[src/rtl/mod12_dec_pkg.sv]
// -----------------------------------------------------------------------------
// mod12_dec_pkg
// Shared definitions for the mod-12 count-stream decoder:
//   - evt_code encoding (EVT_NONE..EVT_JUMP)
//   - MOD_MAX, the largest legal counter value
//   - FSM state encoding (IDLE / TRACK)
// -----------------------------------------------------------------------------
package mod12_dec_pkg;

  localparam logic [2:0] EVT_NONE = 3'd0;
  localparam logic [2:0] EVT_UP   = 3'd1;
  localparam logic [2:0] EVT_DOWN = 3'd2;
  localparam logic [2:0] EVT_HOLD = 3'd3;
  localparam logic [2:0] EVT_JUMP = 3'd4;

  localparam logic [3:0] MOD_MAX = 4'd11;

  typedef enum logic {
    IDLE  = 1'b0,   // no reference sample yet
    TRACK = 1'b1    // prev holds a valid reference sample
  } state_e;

endpackage

[src/rtl/mod12_count_decoder_if.sv]
// -----------------------------------------------------------------------------
// mod12_count_decoder_if
// Bundles the sample input stream and the decoded event outputs.
//   master : drives clr, cnt_valid, cnt_in; observes the event outputs
//   slave  : the decoder; consumes samples and drives the event outputs
// Signals:
//   clr        synchronous clear of counters and FSM
//   cnt_valid  cnt_in carries a valid sample
//   cnt_in     4-bit counter value
//   evt_valid  event outputs valid this cycle
//   evt_code   NONE/UP/DOWN/HOLD/JUMP
//   wrap_up    up step out of 11 or 15
//   wrap_down  down step 0 -> 11
//   oor        sampled value above 11
//   dir        last step direction (1 up, 0 down)
//   rev_cnt    signed net wrap count (two's complement bits)
//   run_len    consecutive same-direction steps
//   jump_cnt   JUMP event count (zero unless the optional counter is built)
// -----------------------------------------------------------------------------
interface mod12_count_decoder_if #(
  parameter int REV_W = 8,
  parameter int RUN_W = 6
) ();

  logic             clr;
  logic             cnt_valid;
  logic [3:0]       cnt_in;
  logic             evt_valid;
  logic [2:0]       evt_code;
  logic             wrap_up;
  logic             wrap_down;
  logic             oor;
  logic             dir;
  logic [REV_W-1:0] rev_cnt;
  logic [RUN_W-1:0] run_len;
  logic [7:0]       jump_cnt;

  modport master (
    output clr, cnt_valid, cnt_in,
    input  evt_valid, evt_code, wrap_up, wrap_down, oor, dir,
           rev_cnt, run_len, jump_cnt
  );

  modport slave (
    input  clr, cnt_valid, cnt_in,
    output evt_valid, evt_code, wrap_up, wrap_down, oor, dir,
           rev_cnt, run_len, jump_cnt
  );

endinterface

[src/rtl/mod12_step_classify.sv]
// -----------------------------------------------------------------------------
// mod12_step_classify
// Purely combinational classification of one step of the mod-12 count stream.
// Ports:
//   prev_i      previous sample
//   cur_i       current sample
//   evt_code_o  HOLD / UP / DOWN / JUMP (first match wins, in that order)
//   wrap_up_o   UP step with prev in {11, 15}
//   wrap_down_o DOWN step with prev == 0
// -----------------------------------------------------------------------------
module mod12_step_classify
  import mod12_dec_pkg::*;
(
  input  logic [3:0] prev_i,
  input  logic [3:0] cur_i,
  output logic [2:0] evt_code_o,
  output logic       wrap_up_o,
  output logic       wrap_down_o
);

  logic [3:0] up_exp;
  logic [3:0] dn_exp;

  // 4-bit arithmetic: out-of-range values step naturally (12->13, 15->0 up;
  // 12->11 down) so a counter recovering from a bad value is still tracked.
  assign up_exp = (prev_i == MOD_MAX) ? 4'd0    : prev_i + 4'd1;
  assign dn_exp = (prev_i == 4'd0)    ? MOD_MAX : prev_i - 4'd1;

  // NOTE: every output of a combinational block gets a default first, so no
  // path through the if/else chain can leave it unassigned (no latch).
  always_comb begin
    evt_code_o  = EVT_JUMP;
    wrap_up_o   = 1'b0;
    wrap_down_o = 1'b0;
    if (cur_i == prev_i) begin
      evt_code_o = EVT_HOLD;
    end else if (cur_i == up_exp) begin
      evt_code_o = EVT_UP;
      wrap_up_o  = (prev_i == MOD_MAX) || (prev_i == 4'd15);
    end else if (cur_i == dn_exp) begin
      evt_code_o  = EVT_DOWN;
      wrap_down_o = (prev_i == 4'd0);
    end
  end

endmodule

[src/rtl/mod12_count_decoder.sv]
// -----------------------------------------------------------------------------
// mod12_count_decoder
// Receiver-side monitor for a mod-12 up/down/load counter. Each valid sample
// is classified against the previous one; results appear one cycle later.
// Ports:
//   clk   rising-edge clock
//   rst   asynchronous active-high reset
//   bus   mod12_count_decoder_if.slave (sample stream in, events out)
// Parameters:
//   REV_W width of the signed saturating revolution counter
//   RUN_W width of the unsigned saturating run-length counter
// Optional feature:
//   MOD12_DEC_JUMPCNT_EN  when defined, builds a saturating 8-bit JUMP
//                         counter; otherwise jump_cnt is tied to 0.
// -----------------------------------------------------------------------------
module mod12_count_decoder
  import mod12_dec_pkg::*;
#(
  parameter int REV_W = 8,
  parameter int RUN_W = 6
) (
  input  logic                  clk,
  input  logic                  rst,
  mod12_count_decoder_if.slave  bus
);

  localparam logic signed [REV_W-1:0] REV_MAX = {1'b0, {(REV_W-1){1'b1}}};
  localparam logic signed [REV_W-1:0] REV_MIN = {1'b1, {(REV_W-1){1'b0}}};
  localparam logic signed [REV_W-1:0] REV_ONE = {{(REV_W-1){1'b0}}, 1'b1};
  localparam logic [RUN_W-1:0]        RUN_MAX = {RUN_W{1'b1}};
  localparam logic [RUN_W-1:0]        RUN_ONE = {{(RUN_W-1){1'b0}}, 1'b1};

  state_e                  state_q, state_d;
  logic [3:0]              prev_q, prev_d;
  logic                    evt_valid_q, evt_valid_d;
  logic [2:0]              evt_code_q, evt_code_d;
  logic                    wrap_up_q, wrap_up_d;
  logic                    wrap_down_q, wrap_down_d;
  logic                    oor_q, oor_d;
  logic                    dir_q, dir_d;
  logic signed [REV_W-1:0] rev_q, rev_d;
  logic [RUN_W-1:0]        run_q, run_d;

  logic [2:0] cls_code;
  logic       cls_wrap_up;
  logic       cls_wrap_down;
  logic       step_up;

  mod12_step_classify u_classify (
    .prev_i      (prev_q),
    .cur_i       (bus.cnt_in),
    .evt_code_o  (cls_code),
    .wrap_up_o   (cls_wrap_up),
    .wrap_down_o (cls_wrap_down)
  );

  assign step_up = (cls_code == EVT_UP);

  always_comb begin
    state_d     = state_q;
    prev_d      = prev_q;
    evt_valid_d = 1'b0;
    evt_code_d  = EVT_NONE;
    wrap_up_d   = 1'b0;
    wrap_down_d = 1'b0;
    oor_d       = 1'b0;
    dir_d       = dir_q;
    rev_d       = rev_q;
    run_d       = run_q;

    if (bus.clr) begin
      // Clear wins over a coincident sample; the sample is dropped.
      state_d = IDLE;
      rev_d   = '0;
      run_d   = '0;
    end else if (bus.cnt_valid) begin
      evt_valid_d = 1'b1;
      oor_d       = (bus.cnt_in > MOD_MAX);
      prev_d      = bus.cnt_in;
      if (state_q == IDLE) begin
        // First sample only establishes the reference; reported as NONE.
        state_d = TRACK;
      end else begin
        evt_code_d  = cls_code;
        wrap_up_d   = cls_wrap_up;
        wrap_down_d = cls_wrap_down;
        if (cls_code == EVT_UP || cls_code == EVT_DOWN) begin
          dir_d = step_up;
          if (step_up != dir_q || run_q == '0) begin
            run_d = RUN_ONE;
          end else if (run_q != RUN_MAX) begin
            run_d = run_q + RUN_ONE;
          end
        end else begin
          run_d = '0;
        end
        if (cls_wrap_up && rev_q != REV_MAX) begin
          rev_d = rev_q + REV_ONE;
        end else if (cls_wrap_down && rev_q != REV_MIN) begin
          rev_d = rev_q - REV_ONE;
        end
      end
    end
  end

  // NOTE: sequential state uses non-blocking assignments so every register
  // samples its next-state value from before the clock edge.
  always_ff @(posedge clk or posedge rst) begin
    if (rst) begin
      state_q     <= IDLE;
      prev_q      <= 4'd0;
      evt_valid_q <= 1'b0;
      evt_code_q  <= EVT_NONE;
      wrap_up_q   <= 1'b0;
      wrap_down_q <= 1'b0;
      oor_q       <= 1'b0;
      dir_q       <= 1'b0;
      rev_q       <= '0;
      run_q       <= '0;
    end else begin
      state_q     <= state_d;
      prev_q      <= prev_d;
      evt_valid_q <= evt_valid_d;
      evt_code_q  <= evt_code_d;
      wrap_up_q   <= wrap_up_d;
      wrap_down_q <= wrap_down_d;
      oor_q       <= oor_d;
      dir_q       <= dir_d;
      rev_q       <= rev_d;
      run_q       <= run_d;
    end
  end

`ifdef MOD12_DEC_JUMPCNT_EN
  logic [7:0] jump_q, jump_d;

  always_comb begin
    jump_d = jump_q;
    if (bus.clr) begin
      jump_d = 8'd0;
    end else if (bus.cnt_valid && state_q == TRACK &&
                 cls_code == EVT_JUMP && jump_q != 8'hFF) begin
      jump_d = jump_q + 8'd1;
    end
  end

  always_ff @(posedge clk or posedge rst) begin
    if (rst) begin
      jump_q <= 8'd0;
    end else begin
      jump_q <= jump_d;
    end
  end

  assign bus.jump_cnt = jump_q;
`else
  assign bus.jump_cnt = 8'd0;
`endif

  assign bus.evt_valid = evt_valid_q;
  assign bus.evt_code  = evt_code_q;
  assign bus.wrap_up   = wrap_up_q;
  assign bus.wrap_down = wrap_down_q;
  assign bus.oor       = oor_q;
  assign bus.dir       = dir_q;
  assign bus.rev_cnt   = rev_q;
  assign bus.run_len   = run_q;

endmodule

[src/flat_wrapper.sv]
// flat-port wrapper written by rule: the top's interface ports become plain ports
module mod12_count_decoder_flat import mod12_dec_pkg::*;
#(
  parameter int REV_W = 8,
  parameter int RUN_W = 6
)
  (clk, rst, bus_clr, bus_cnt_valid, bus_cnt_in, bus_evt_valid, bus_evt_code, bus_wrap_up, bus_wrap_down, bus_oor, bus_dir, bus_rev_cnt, bus_run_len, bus_jump_cnt);
  mod12_count_decoder_if #(.REV_W(REV_W), .RUN_W(RUN_W)) bus_i ();
  input  logic clk;
  input  logic rst;
  input wire logic [$bits(bus_i.clr)-1:0] bus_clr;
  input wire logic [$bits(bus_i.cnt_valid)-1:0] bus_cnt_valid;
  input wire logic [$bits(bus_i.cnt_in)-1:0] bus_cnt_in;
  output wire logic [$bits(bus_i.evt_valid)-1:0] bus_evt_valid;
  output wire logic [$bits(bus_i.evt_code)-1:0] bus_evt_code;
  output wire logic [$bits(bus_i.wrap_up)-1:0] bus_wrap_up;
  output wire logic [$bits(bus_i.wrap_down)-1:0] bus_wrap_down;
  output wire logic [$bits(bus_i.oor)-1:0] bus_oor;
  output wire logic [$bits(bus_i.dir)-1:0] bus_dir;
  output wire logic [$bits(bus_i.rev_cnt)-1:0] bus_rev_cnt;
  output wire logic [$bits(bus_i.run_len)-1:0] bus_run_len;
  output wire logic [$bits(bus_i.jump_cnt)-1:0] bus_jump_cnt;
  assign bus_i.clr = bus_clr;
  assign bus_i.cnt_valid = bus_cnt_valid;
  assign bus_i.cnt_in = bus_cnt_in;
  assign bus_evt_valid = bus_i.evt_valid;
  assign bus_evt_code = bus_i.evt_code;
  assign bus_wrap_up = bus_i.wrap_up;
  assign bus_wrap_down = bus_i.wrap_down;
  assign bus_oor = bus_i.oor;
  assign bus_dir = bus_i.dir;
  assign bus_rev_cnt = bus_i.rev_cnt;
  assign bus_run_len = bus_i.run_len;
  assign bus_jump_cnt = bus_i.jump_cnt;
  mod12_count_decoder #(.REV_W(REV_W), .RUN_W(RUN_W)) u_core (.clk(clk), .rst(rst), .bus(bus_i));
endmodule
[config.mk]
export PLATFORM = sky130hd
export DESIGN_NAME = mod12_count_decoder_flat
export DESIGN_NICKNAME = d
export VERILOG_FILES = /design/src/rtl/mod12_dec_pkg.sv /design/src/rtl/mod12_count_decoder_if.sv /design/src/rtl/mod12_step_classify.sv /design/src/rtl/mod12_count_decoder.sv /design/src/flat_wrapper.sv
export SDC_FILE = /design/constraint.sdc
export NUM_CORES = 1
export LEC_CHECK = 0
export BUFFER_PORTS_ARGS = -buffer_cell sky130_fd_sc_hd__buf_2
export CORE_ASPECT_RATIO = 1.25
export CORE_MARGIN = 5
export CORE_UTILIZATION = 50
export CTS_CLUSTER_SIZE = 40
export DETAILED_ROUTE_END_ITERATION = 8
export PLACE_DENSITY_LB_ADDON = 0.3
export SLEW_MARGIN = 30
export SYNTH_ARGS = -nofsm -noshare
export SYNTH_HDL_FRONTEND = slang
export SYNTH_SLANG_ARGS = --single-unit
[constraint.sdc]
create_clock -name clk -period 3.8 [get_ports clk]
set_clock_uncertainty 0.15 [all_clocks]
set_input_delay 0.38 -clock clk [delete_from_list [all_inputs] [get_ports clk]]
set_output_delay 0.38 -clock clk [all_outputs]
set_load 0.01 [all_outputs]
# Word-level counts from Yosys, hierarchy flattened

Cells that the tools add are included.

Output and inout port bits: 30
Flip-flop bits (word level): 27
Logic and storage cells: 79
Input port bits: 8

Reduce and logical (&&, ||, !) cells: 14
Equality and inequality tests: 12
Bitwise gates (word level): 1
Muxes and demuxes: 36
$lt $le $gt $ge: 1
Add/subtract/negate cells: 5

Operators by type and width:

| operator            | number |
|---|---|
| $mux 8              | 5 |
| $mux 6              | 6 |
| $mux 3              | 6 |
| $mux 1              | 17 |
| $ne 8x8->1 const B  | 2 |
| $eq 4x4->1          | 3 |
| $add 8x2->8 const B | 1 |
| $eq 4x4->1 const B  | 2 |
| $mux 4              | 2 |
| $sub 8x2->8 const B | 1 |
| $add 6x1->6 const B | 1 |
| $logic_not 6->1     | 1 |
| $ne 6x6->1 const B  | 1 |
| $reduce_and 3->1    | 2 |
| $add 4x1->4 const B | 1 |
| $gt 4x4->1 const B  | 1 |
| $logic_not 4->1     | 1 |
| $ne 4x4->1 const B  | 1 |
| $reduce_and 4->1    | 1 |
| $reduce_bool 2->1   | 2 |
| $sub 4x1->4 const B | 1 |
| $eq 3x1->1 const B  | 1 |
| $eq 3x2->1 const B  | 1 |
| $logic_or 1x1->1    | 3 |
| other kinds (5)     | 6 |

# Depth between registers and ports, before layout

Gate-level depths: netlist of run 1.

Word-level depth: 14
Gate-level depth with buffers: 16
Gate-level depth less buffers: 16

# Hierarchy

A second synthesis of run 1 with hierarchy kept.

Cell total of the unflattened synthesis: 208
Area total of the unflattened synthesis: 1961.9 µm²

By module, submodules not included:

| module              | instances | cells each | sequential area each (µm²) | area each (µm²) |
|---|---|---|---|---|
| mod12_count_decoder | 1         | 167        | 675.6                      | 1645.3 |
| mod12_step_classify | 1         | 41         | 0.0                        | 316.6 |

# Worst setup path after synthesis of run 1

Ideal clock, no wire load.

Path kind: register to register
Start point: register u_core.prev_q[0]
End point: register u_core.rev_q[6] (netlist: u_core.bus.rev_cnt[6])
Buffers on the path: 0
Clock period less this slack: 3509 ps
Library setup time: 132 ps
Slack: 291 ps
Cell stages (with the launch flop): 15
Required time: 3518 ps
Arrival time: 3226 ps
Cell sequence: dfrtp_1 -> ha_1 -> or3b_1 -> a211o_1 -> a21oi_2 -> nand2_2 -> or2_2 -> ha_1 -> nor2b_1 -> o21ai_0 -> nand2b_1 -> a21o_1 -> a21oi_1 -> mux2i_1 -> mux2i_1

Longest elaborated chain between the ends: 10
Elaborated cells between the ends (all ways): 24
Those cells by class: add/sub: 2; eq/ne: 5; mux: 11; reduce/logical: 6

RTL lines:

| what                                      | RTL line                                             | RTL |
|---|---|---|
| start, declared                           | mod12_count_decoder.sv:34                            | `logic [3:0] prev_q, prev_d;` |
| start signal, assigned                    | mod12_count_decoder.sv:122                           | `prev_q <= prev_d;` |
| $add 4x1->4 or $eq 4x4->1 (tied branches) | mod12_step_classify.sv:26, mod12_step_classify.sv:39 |  |
| $mux 4                                    | mod12_step_classify.sv:26                            | `assign up_exp = (prev_i == MOD_MAX) ? 4'd0 : prev_i + 4'd1;` |
| $eq 4x4->1                                | mod12_step_classify.sv:37                            | `end else if (cur_i == up_exp) begin` |
| $mux 1                                    | mod12_step_classify.sv:37                            |  |
| $mux 1                                    | mod12_step_classify.sv:35                            | `if (cur_i == prev_i) begin` |
| $logic_and 1x1->1                         | mod12_count_decoder.sv:97                            | `if (cls_wrap_up && rev_q != REV_MAX) begin` |
| $mux 8                                    | mod12_count_decoder.sv:97                            |  |
| $mux 8                                    | mod12_count_decoder.sv:80                            | `if (state_q == IDLE) begin` |
| $mux 8                                    | mod12_count_decoder.sv:76                            | `end else if (bus.cnt_valid) begin` |
| $mux 8                                    | mod12_count_decoder.sv:71                            | `if (bus.clr) begin` |
| end signal, assigned                      | mod12_count_decoder.sv:129                           | `rev_q <= rev_d;` |
| end, declared                             | mod12_count_decoder.sv:41                            | `logic signed [REV_W-1:0] rev_q, rev_d;` |

Parallel ways exist; a longest one is shown, timed or not. The select of a mux whose other input is x is not followed.
A chain may end at the register's enable or synchronous reset.

# Worst setup path after layout of run 1

Start point: register u_core.prev_q[1]
End point: register u_core.rev_q[6] (netlist: u_core.bus.rev_cnt[6])

The elaborated chain is that of the path after synthesis.

==> results of run 1 <==
worst register-to-register path, delay by kind of cell, from the launching register on:
| family | cells | cell delay (ns) |
|---|---|---|
| AOI/OAI and AO/OA | 5 | 1.03 |
| adders and majority gates | 2 | 0.45 |
| DFF | 1 | 0.39 |
| muxes | 2 | 0.28 |
| and+or+nand+nor | 5 | 1.02 |
cells by family (layout without fill, tap and decap cells):
group	Yosys count	count (layout)	share of synthesized area [%]
AOI/OAI and AO/OA	46	46	17.9
xor gates and xnor gates	14	14	6.28
adders and majority gates	11	11	7.43
buffers and inverters	31	55	8.65
DFF	27	27	34.6
muxes	10	10	6.15
other	1	8	0.192
and+or+nand+nor	72	72	18.8
power breakdown:
part | total (mW) | internal, mW | switching [mW] | leakage, nW
Combinational | 0.418 | 0.206 | 0.212 | 0.655
Clock | 0.159 | 0.0734 | 0.0853 | 0.0255
Sequential | 0.375 | 0.323 | 0.0517 | 0.358
routing by layer:
metal / share of wire [%] / wire [um] / global-route usage, %
met4: 1.2 / 46 / 4.36
met1: 44 / 1670 / 20.6
met3: 2.8 / 107 / 1.27
met2: 52 / 1960 / 27.2
met5: 0 / 0 / 0
synthesized netlist by cell type, types with 2 or more instances:
master / number
a21o_1: 2
a21oi_2: 3
nand2b_1: 4
buf_4: 9
xnor2_1: 11
clkbuf_1: 3
ha_1: 10
nand4_1: 4
mux2_2: 6
nor2_1: 16
a31oi_1: 2
xor2_1: 3
buf_6: 2
nor3_1: 6
mux2i_1: 3
nor2b_1: 6
o21ai_0: 10
dfrtp_1: 27
nand2_1: 14
nand3_1: 10
a22o_2: 2
o21bai_1: 3
or3b_2: 2
and3_1: 3
inv_1: 16
a21oi_1: 9
cell type report:
cell class / count / area share (%)
Multi-Input combinational cell: 161 / 52.7
Sequential cell: 27 / 30.8
Timing Repair Buffer: 35 / 8.64
Tap cell: 54 / 3.07
Inverter: 16 / 2.73
Clock buffer: 3 / 1.88
Clock inverter: 1 / 0.227
stage by stage:
step / setup slack [ns] / hold slack (ns) / cells / instance area [um2]
floorplan: 0.291 / 0.283 / 219 / 1980
global placement: 0.201 / 0.419 / 290 / 2110
detailed placement: 0.0782 / 0.325 / 290 / 2110
CTS: 0.0373 / 0.0246 / 294 / 2150
global route: 0.105 / 0.0650 / 297 / 2200
finish: 0.351 / -0.00324 / 297 / 2200
flip-flops by register name, summed over array words and instances (netlist names):
register              flops
u_core.bus.dir            1
u_core.bus.evt_code       3
u_core.bus.evt_valid      1
u_core.prev_q             4
u_core.bus.wrap_down      1
u_core.bus.run_len        6
u_core.bus.wrap_up        1
u_core.state_q            1
u_core.bus.rev_cnt        8
u_core.bus.oor            1
final timing paths:
path                            cells past startpoint                   from                endpoint  slack (ns)
worst max-delay path                               14       u_core.prev_q[1]   u_core.bus.rev_cnt[6]        0.35
worst min-delay path                                2                    rst  u_core.bus.evt_code[1]      -0.003
worst max register to register                     14       u_core.prev_q[1]   u_core.bus.rev_cnt[6]        0.35
worst min register to register                      1  u_core.bus.rev_cnt[3]   u_core.bus.rev_cnt[3]        0.45
max in group asynchronous                           2                    rst        u_core.prev_q[1]        3.11
min in group clk                                    3          bus_cnt_in[1]        u_core.prev_q[1]        0.24
timing repair:
| item | in CTS | in global routing |
|---|---|---|
| setup endpoints to repair | 0 | 4 |
| setup buffers | 0 | 3 |
| resized for setup | 0 | 5 |
==> impl_results.md, run 1 <==
- Post-Syn Area: 1950 um2
- Pwr dens: 432 nW/um2
- Req. time, crit path: 3.80 ns
- Ys async rst share: 100%
- Violated checks: hold timing
- Total Routing Usage GR: 15.7%
- # diodes: 0
- Hold Path Class: input port to asynchronous set/reset pin
- Peak VDD IR: 0.206 mV
- Io pins: 38
- Critical Path Fanout Max: 7
- Later-pin clock latency in the skew report: 0.27 ns
- Initial antenna violation count: 0
- Die Wd: 65.9 um
- Global-route wire length before repair: 6.55 mm
- Root Buffer: clkbuf_8
- Hold buffers post-CTS: 0
- Synth area leaders: dfrtp_1 (35%), ha_1 (6.4%), xnor2_1 (4.9%), buf_4 (3.5%), mux2_2 (3.5%)
- P&R area growth vs syn: 12.7%
- Pleak: 1.04 nW
- CTS clk-pin slew, worst paths: 0.09 ns
- Vias per inst: 5.29
- Initial Util: 51.6%
- Layout Utilization: 58.1%
- Hold slack: -0.00324 ns
- Final WL: 3.78 mm
- Fin crit period: 3.45 ns
- Crit path launch type: flip-flop
- Crit share post-route: 90.8%
- Critical path's top delay family: compound AO/OA/AOI/OAI gates
- Row count: 25
- # setup viols final: 0
- Most used cell along the critical path: mux2i_1
- Largest net degree at the start of global routing: 28
- Total number of vias: 1571
- Most common cell after layout, fill and taps aside: buf_2
- Clock tree from TritonCTS: yes
- Vias in the first global route: 1421
- CORE AREA: 3780 um2
- Fill cells: 354
- Critical path type: flip-flop to flip-flop
- Post-synth top area share: 34.6%
- Most frequent cells in the layout: buf_2 (29), dfrtp_1 (26), nor2_1 (16), inv_1 (15), nand2_1 (14)
- MaxCap Viol Count: 0
- CTS max path bufs: 2
- DR pass1 iterations: 4
- Register area: 677 um2
- Number of synthesized flops with an enable pin: 0
- Mapped Avg Cell Area: 9.21 um2
- Fmax: 0.290 GHz
- Global placement routability congestion: 0.762
- Synth Warn #: 0
- Status: complete, but fails checks
- Post-synthesis sequential area ratio: 34.6%
- Critical-path top delay cell: dfrtp_2
- Post-layout power: 0.952 mW
- Cell taking the most area after synthesis: dfrtp_1
- Distinct cells, synth: 52
- H-tree depth: 1
- Chip Height: 79.9 um
- Final nets: 263
- CP Data Arrival Time: 3.45 ns
- Crit path largest cell delay: 0.39 ns
- Final slew viol count: 0
- Area of the multi-input gates: 1160 um2
- Worst-path cell chain: ha_2 > or3b_1 > a211o_1 > a21oi_2 > nand2_2 > or2_4 > ha_4 > nor2b_1 > o21ai_0 > nand2b_1 > a21o_1 > a21oi_1 > mux2i_1 > mux2i_1
- Least-Margin Pin Slew: 0.651 ns
- Buffers & Inverters on Critical Path: 0
- 1st-iter DRT viols: 46
- Antenna Violating Nets Remaining: 0
- Relative slew slack: 56.5%
- Drt drc: 0
- Post-synthesis cell count: 212
- Final hold vios: 3
- Drt wl/cell: 12.7 um
- Ys flop type: dfrtp_1
- Layout cells sized above 1: 27.2%
- Crit. End Element: flip-flop
- RSZ-0062 raised after global routing: false
- Seq cells post-synth: 27
- CTS buffer count: 3
- Setup TNS: 0 ns
- Sink Count: 27
- Port bufs: 29
- Post-DP HPWL: 2.88 mm
- Die Area: 5260 um2
- Total gr overflow: 0
Power figures use the tool's default switching activity.
==> run 2: changes to the inputs <==
==> constraint.sdc (replaced) <==
create_clock -name clk -period 3 [get_ports clk]
set_clock_uncertainty 0.15 [all_clocks]
set_input_delay 0.3 -clock clk [delete_from_list [all_inputs] [get_ports clk]]
set_output_delay 0.3 -clock clk [all_outputs]
set_load 0.01 [all_outputs]
==> impl_results.md, run 2 (same netlist as run 1, synthesis figures left out) <==
- Setup TNS: -0.868 ns
- Layout Utilization: 66.2%
- Least-Margin Pin Slew: 0.578 ns
- Row count: 25
- CORE AREA: 3780 um2
- Largest register FFs: 8
- # setup viols final: 5
- Post-layout power: 1.42 mW
- Die Area: 5260 um2
- Fill cells: 319
- Fin crit period: 3.24 ns
- Area of the multi-input gates: 1270 um2
- MaxCap Viol Count: 0
- Crit. End Element: flip-flop
- CTS clk-pin slew, worst paths: 0.10 ns
- DR pass1 iterations: 4
- Initial Util: 51.6%
- Fmax: 0.308 GHz
- Final WL: 4.40 mm
- RSZ-0062 raised after global routing: true
- Largest net degree at the start of global routing: 28
- Crit path launch type: flip-flop
- Most frequent cells in the layout: buf_2 (29), dfrtp_1 (27), buf_4 (26), nor2_1 (15)
- Port bufs: 29
- Crit Reg-Reg Endpoint: u_core.bus.rev_cnt[7]
- 1st-iter DRT viols: 100
- Chip Height: 79.9 um
- CP Data Arrival Time: 3.27 ns
- Register area: 676 um2
- Sink Count: 27
- H-tree depth: 1
- Met2 WL post-DR: 2.20 mm
- Global-route wire length before repair: 7.16 mm
- P&R area growth vs syn: 28.3%
- Root Buffer: clkbuf_8
- Die Wd: 65.9 um
- Io pins: 38
- Total gr overflow: 0
- Drt drc: 0
- Later-pin clock latency in the skew report: 0.28 ns
- Hold Path Class: input port to flip-flop
- Layout cells sized above 1: 38.2%
- Hold slack: 0.169 ns
- Reg2Reg Launch Point: u_core.prev_q[0]
- Hold Crit Endpoint: u_core.prev_q[1]
- Most common cell after layout, fill and taps aside: buf_2
- Met3 WL post-DR: 229 um
- Top Metal Used: met4
- Final hold vios: 0
- Violated checks: setup timing
- Register-to-register setup slack: -0.24 ns
- Critical path type: flip-flop to flip-flop
- Pwr dens: 568 nW/um2
- Final nets: 287
- Status: complete, but fails checks
- Total number of vias: 1709
- Worst-case reg-to-reg path depth: 15
- Initial antenna violation count: 0
- M1 wire length: 1.90 mm
- Global placement routability congestion: 0.814
- Clock tree from TritonCTS: yes
- Final slew viol count: 0
- Pleak: 1.18 nW
- Crit share post-route: 108%
- Vias per inst: 5.32
- Vias in the first global route: 1601
- CTS max path bufs: 2
- Total Routing Usage GR: 17.2%
- Relative slew slack: 61.4%
- Drt wl/cell: 13.7 um
- Post-DP HPWL: 3.18 mm
- Req. time, crit path: 3.03 ns
- WHS Path Cells: 3
- Final setup margin: -0.242 ns
- Critical Path Fanout Max: 7
- # diodes: 0
- CTS buffer count: 3
- Antenna Violating Nets Remaining: 0
- Peak VDD IR: 0.322 mV
- Hold Startpoint: bus_cnt_in[1]
==> run 2: layout make-up <==
cell class,count,share of cell area [%]
clock buffers,4,1.80
inverters,16,2.40
multi-input cells,161,50.8
flip-flops and latches,27,27.0
well taps,54,2.70
repair buffers,59,15.3
==> run 2: worst max-delay path by stage <==
stage	start	endpoint
6_report	u_core.prev_q[0]	u_core.bus.rev_cnt[7]
5_1_grt	u_core.prev_q[0]	u_core.bus.rev_cnt[5]
4_1_cts	u_core.prev_q[0]	u_core.bus.rev_cnt[6]
3_5_place_dp	u_core.prev_q[1]	u_core.bus.rev_cnt[7]
3_3_place_gp	u_core.prev_q[1]	u_core.bus.rev_cnt[7]
2_1_floorplan	u_core.prev_q[0]	u_core.bus.rev_cnt[7]
==> run 2: power by group <==
group | total (mW) | switching [mW] | internal (mW)
combinational | 0.722 | 0.338 | 0.384
clock | 0.216 | 0.121 | 0.0954
sequential | 0.485 | 0.0756 | 0.409
total | 1.42 | 0.534 | 0.889
==> run 2: worst max-delay path: stages (launching register included) <==
cell and delay (ns):
dfrtp_1 0.42, ha_4 0.16, or3b_1 0.34, a211o_1 0.29
a21oi_2 0.18, nand2_2 0.07, or2_4 0.29, buf_4 0.16
ha_4 0.27, nand3_2 0.07, o22ai_2 0.17, nor2_2 0.07
nand2_1 0.09, o21ai_2 0.07, xnor2_1 0.12, a22o_2 0.22
==> run 2: what timing repair did <==
item                                   4_1_cts  5_1_grt
buffers inserted                             4        3
gates cloned                                 0        0
hold buffers                                 1        0
endpoints found under the hold margin       27        0
pin swaps                                    9        5
resized for setup                            6       13
setup endpoints to repair                    5        9
==> run 2: per-layer routing <==
metal	up-vias	global-route usage [%]
li1	836	-
met1	823	22.1
met2	44	29.2
met3	6	2.54
met4	0	5.81
met5	-	0
==> run 2: per-stage QoR <==
step / std cells / cell area [um2] / worst slack (ns)
2_1_floorplan: 219 / 2040 / -0.251
3_3_place_gp: 309 / 2310 / -0.172
3_5_place_dp: 309 / 2310 / -0.262
4_1_cts: 318 / 2430 / -0.199
5_1_grt: 321 / 2500 / -0.376
6_report: 321 / 2500 / -0.242
==> run 3: changes to the inputs <==
--- a/config.mk
+++ b/config.mk
@@ -5,6 +5,7 @@
 export SDC_FILE = /design/constraint.sdc
 export NUM_CORES = 1
 export LEC_CHECK = 0
+export ABC_AREA = 1
 export BUFFER_PORTS_ARGS = -buffer_cell sky130_fd_sc_hd__buf_2
 export CORE_ASPECT_RATIO = 1.25
 export CORE_MARGIN = 5
==> impl_results.md, run 3 <==
- Vias in the first global route: 1832
- Ys async rst share: 100%
- Distinct cells, synth: 38
- Crit path launch type: flip-flop
- Total gr overflow: 0
- Cell taking the most area after synthesis: dfrtp_1
- Synth area leaders: dfrtp_1 (32%), nand2_1 (11%), ha_1 (5.8%), inv_1 (4.7%), nor2_1 (4.0%)
- Row count: 26
- Pleak: 1.27 nW
- Final setup margin: 0.191 ns
- Largest net degree at the start of global routing: 28
- Post-layout power: 1.34 mW
- Part of the power in registers: 36.8%
- Final WL: 4.50 mm
- Total number of vias: 1897
- Critical path type: flip-flop to flip-flop
- Global placement routability congestion: 0.931
- Largest register FFs: 8
- Total Routing Usage GR: 17.4%
- Layout cells sized above 1: 27.5%
- Pint: 0.764 mW
- CTS buffer count: 3
- Crit. End Element: flip-flop
- CTS max path bufs: 2
- Crit share post-route: 93.6%
- Clock tree from TritonCTS: yes
- P&R area growth vs syn: 14.0%
- Final slew viol count: 0
- Met3 WL post-DR: 159 um
- Clock power frac: 16.2%
- Hold Path Class: input port to flip-flop
- Die Area: 5700 um2
- Sw frac: 42.9%
- Mapped Avg Cell Area: 7.73 um2
- Final hold vios: 0
- Initial Util: 51.8%
- Post-synthesis cell count: 277
- H-tree depth: 1
- CP Data Arrival Time: 2.84 ns
- Synth cell count leaders: nand2_1 (63), dfrtp_1 (27), inv_1 (27), nor2_1 (23), nand3_1 (16)
- Fin crit period: 2.81 ns
- Origin of the worst setup path: u_core.prev_q[0]
- Chip Height: 83.2 um
- Io pins: 38
- Peak VDD IR: 0.344 mV
- CTS clk-pin slew, worst paths: 0.10 ns
- Post-Syn Area: 2140 um2
- DR pass1 iterations: 4
- Post-synthesis sequential area ratio: 31.5%
- Root Buffer: clkbuf_8
- Fill cells: 386
- Relative slew slack: 53.3%
- Dpl ws: 0.0350 ns
- CORE AREA: 4130 um2
- Reg2Reg Launch Point: u_core.prev_q[0]
- Global-route wire length before repair: 7.90 mm
- Layout Utilization: 59.1%
- 1st-iter DRT viols: 102
- Drt drc: 0
- MaxCap Viol Count: 0
- Vias per inst: 5.14
- Hold slack: 0.141 ns
- Antenna Violating Nets Remaining: 0
- Fmax: 0.356 GHz
- Met2 WL post-DR: 2.27 mm
- Crit path capture: u_core.bus.rev_cnt[7]
- Later-pin clock latency in the skew report: 0.28 ns
- Sink Count: 27
- Top Metal Used: met4
- Least-Margin Pin Slew: 0.694 ns
- Final nets: 333
- Crit Reg-Reg Endpoint: u_core.bus.rev_cnt[7]
- Port bufs: 29
- Pwr dens: 548 nW/um2
- Register-to-register setup slack: 0.19 ns
- Comb power frac: 46.9%
- Ys flop type: dfrtp_1
- Sw power: 0.574 mW
- # setup viols final: 0
- Most common cell in the netlist: nand2_1
- Most frequent cells in the layout: nand2_1 (63), buf_2 (29), inv_1 (26), dfrtp_1 (26), nor2_1 (23)
- Final non-filler cell total: 369
- Post-synth top area share: 31.5%
- Number of synthesized flops with an enable pin: 0
- Status: complete, no violations
- Post-DP HPWL: 3.51 mm
- Req. time, crit path: 3.03 ns
- Most common cell after layout, fill and taps aside: nand2_1
- Critical Path Fanout Max: 6
- Drt wl/cell: 12.2 um
- Die Wd: 68.5 um
- M1 wire length: 1.98 mm
- # diodes: 0
- Initial antenna violation count: 0
- Synth Warn #: 0
- Hold Startpoint: bus_cnt_in[0]
- Worst-case reg-to-reg path depth: 14
- Seq cells post-synth: 27
- Dpl cells: 363
==> run 3: cell types whose count changed after synthesis, sizes merged, moves of 4 or more <==
cell,delta
nand4,+9
clkbuf,-4
nand2,+63
mux2i,-4
inv,+16
mux2,-6
o21ai,+8
xnor2,-7
nand3,+13
nor2b,-6
nor2,+11
==> run 3: cell families after synthesis <==
logic type,synth area share (%)
compound gates,10.4
xor+xnor,2.45
fa+ha+maj,6.78
buf+inv,10.8
flops,31.5
other cells,0.175
simple gates,37.9
==> run 3: layout make-up <==
cell class	count	area [um2]	area share [%]
multi-input cells	211	1310	53.5
flip-flops and latches	27	677	27.7
repair buffers	37	208	8.51
inverters	34	133	5.43
well taps	56	70.1	2.87
clock buffers	3	41.3	1.69
clock inverters	1	7.51	0.308
==> run 3: how the worst min path moves through the flow <==
stage	endpoint	slack, ns	depth (start not counted)
3_3_place_gp	u_core.bus.run_len[3]	0.32	2
4_1_cts	u_core.prev_q[1]	0.14	3
5_1_grt	u_core.state_q	0.16	2
3_5_place_dp	u_core.prev_q[2]	0.24	2
2_1_floorplan	u_core.bus.dir	0.20	1
6_report	u_core.prev_q[0]	0.14	3
==> run 3: worst max-delay path, cell delays in order, from the launching register on <==
cell,delay [ns]
dfrtp_2,0.45
inv_2,0.05
ha_1,0.32
xnor2_2,0.16
nand3_2,0.14
nor2_8,0.12
nand4_4,0.11
buf_4,0.18
ha_2,0.37
a21oi_1,0.08
o21ai_0,0.19
a21oi_2,0.07
nand3b_1,0.16
nand3_1,0.09
nand2_1,0.05
==> run 3: power by group through the flow <==
stage / Clock [mW] / Sequential, mW / Combinational [mW]
2_1_floorplan: 0 / 0.494 / 0.448
3_3_place_gp: 0 / 0.497 / 0.579
3_5_place_dp: 0 / 0.495 / 0.592
4_1_cts: 0.225 / 0.488 / 0.597
5_1_grt: 0.242 / 0.502 / 0.709
6_report: 0.217 / 0.493 / 0.628
==> run 3: what timing repair did <==
item / CTS / global route
buffers inserted: 0 / 1
gates resized for setup: 1 / 8
setup endpoints to repair: 1 / 4
pin swaps: 0 / 1
hold endpoints to repair: 27 / 0
cloned: 0 / 0
hold buffers: 1 / 0
==> run 3: stage by stage <==
stage               TNS, ns  cell area [um2]
floorplan                 0             2170
global placement          0             2330
detailed placement        0             2330
CTS                       0             2390
global route        -0.0585             2440
finish                    0             2440
==> run 3: per-layer routing <==
layer | up-vias | global-route usage, %
met1 | 881 | 21.7
li1 | 963 | -
met2 | 45 | 28.9
met3 | 8 | 1.62
met4 | 0 | 8.14
met5 | - | 0
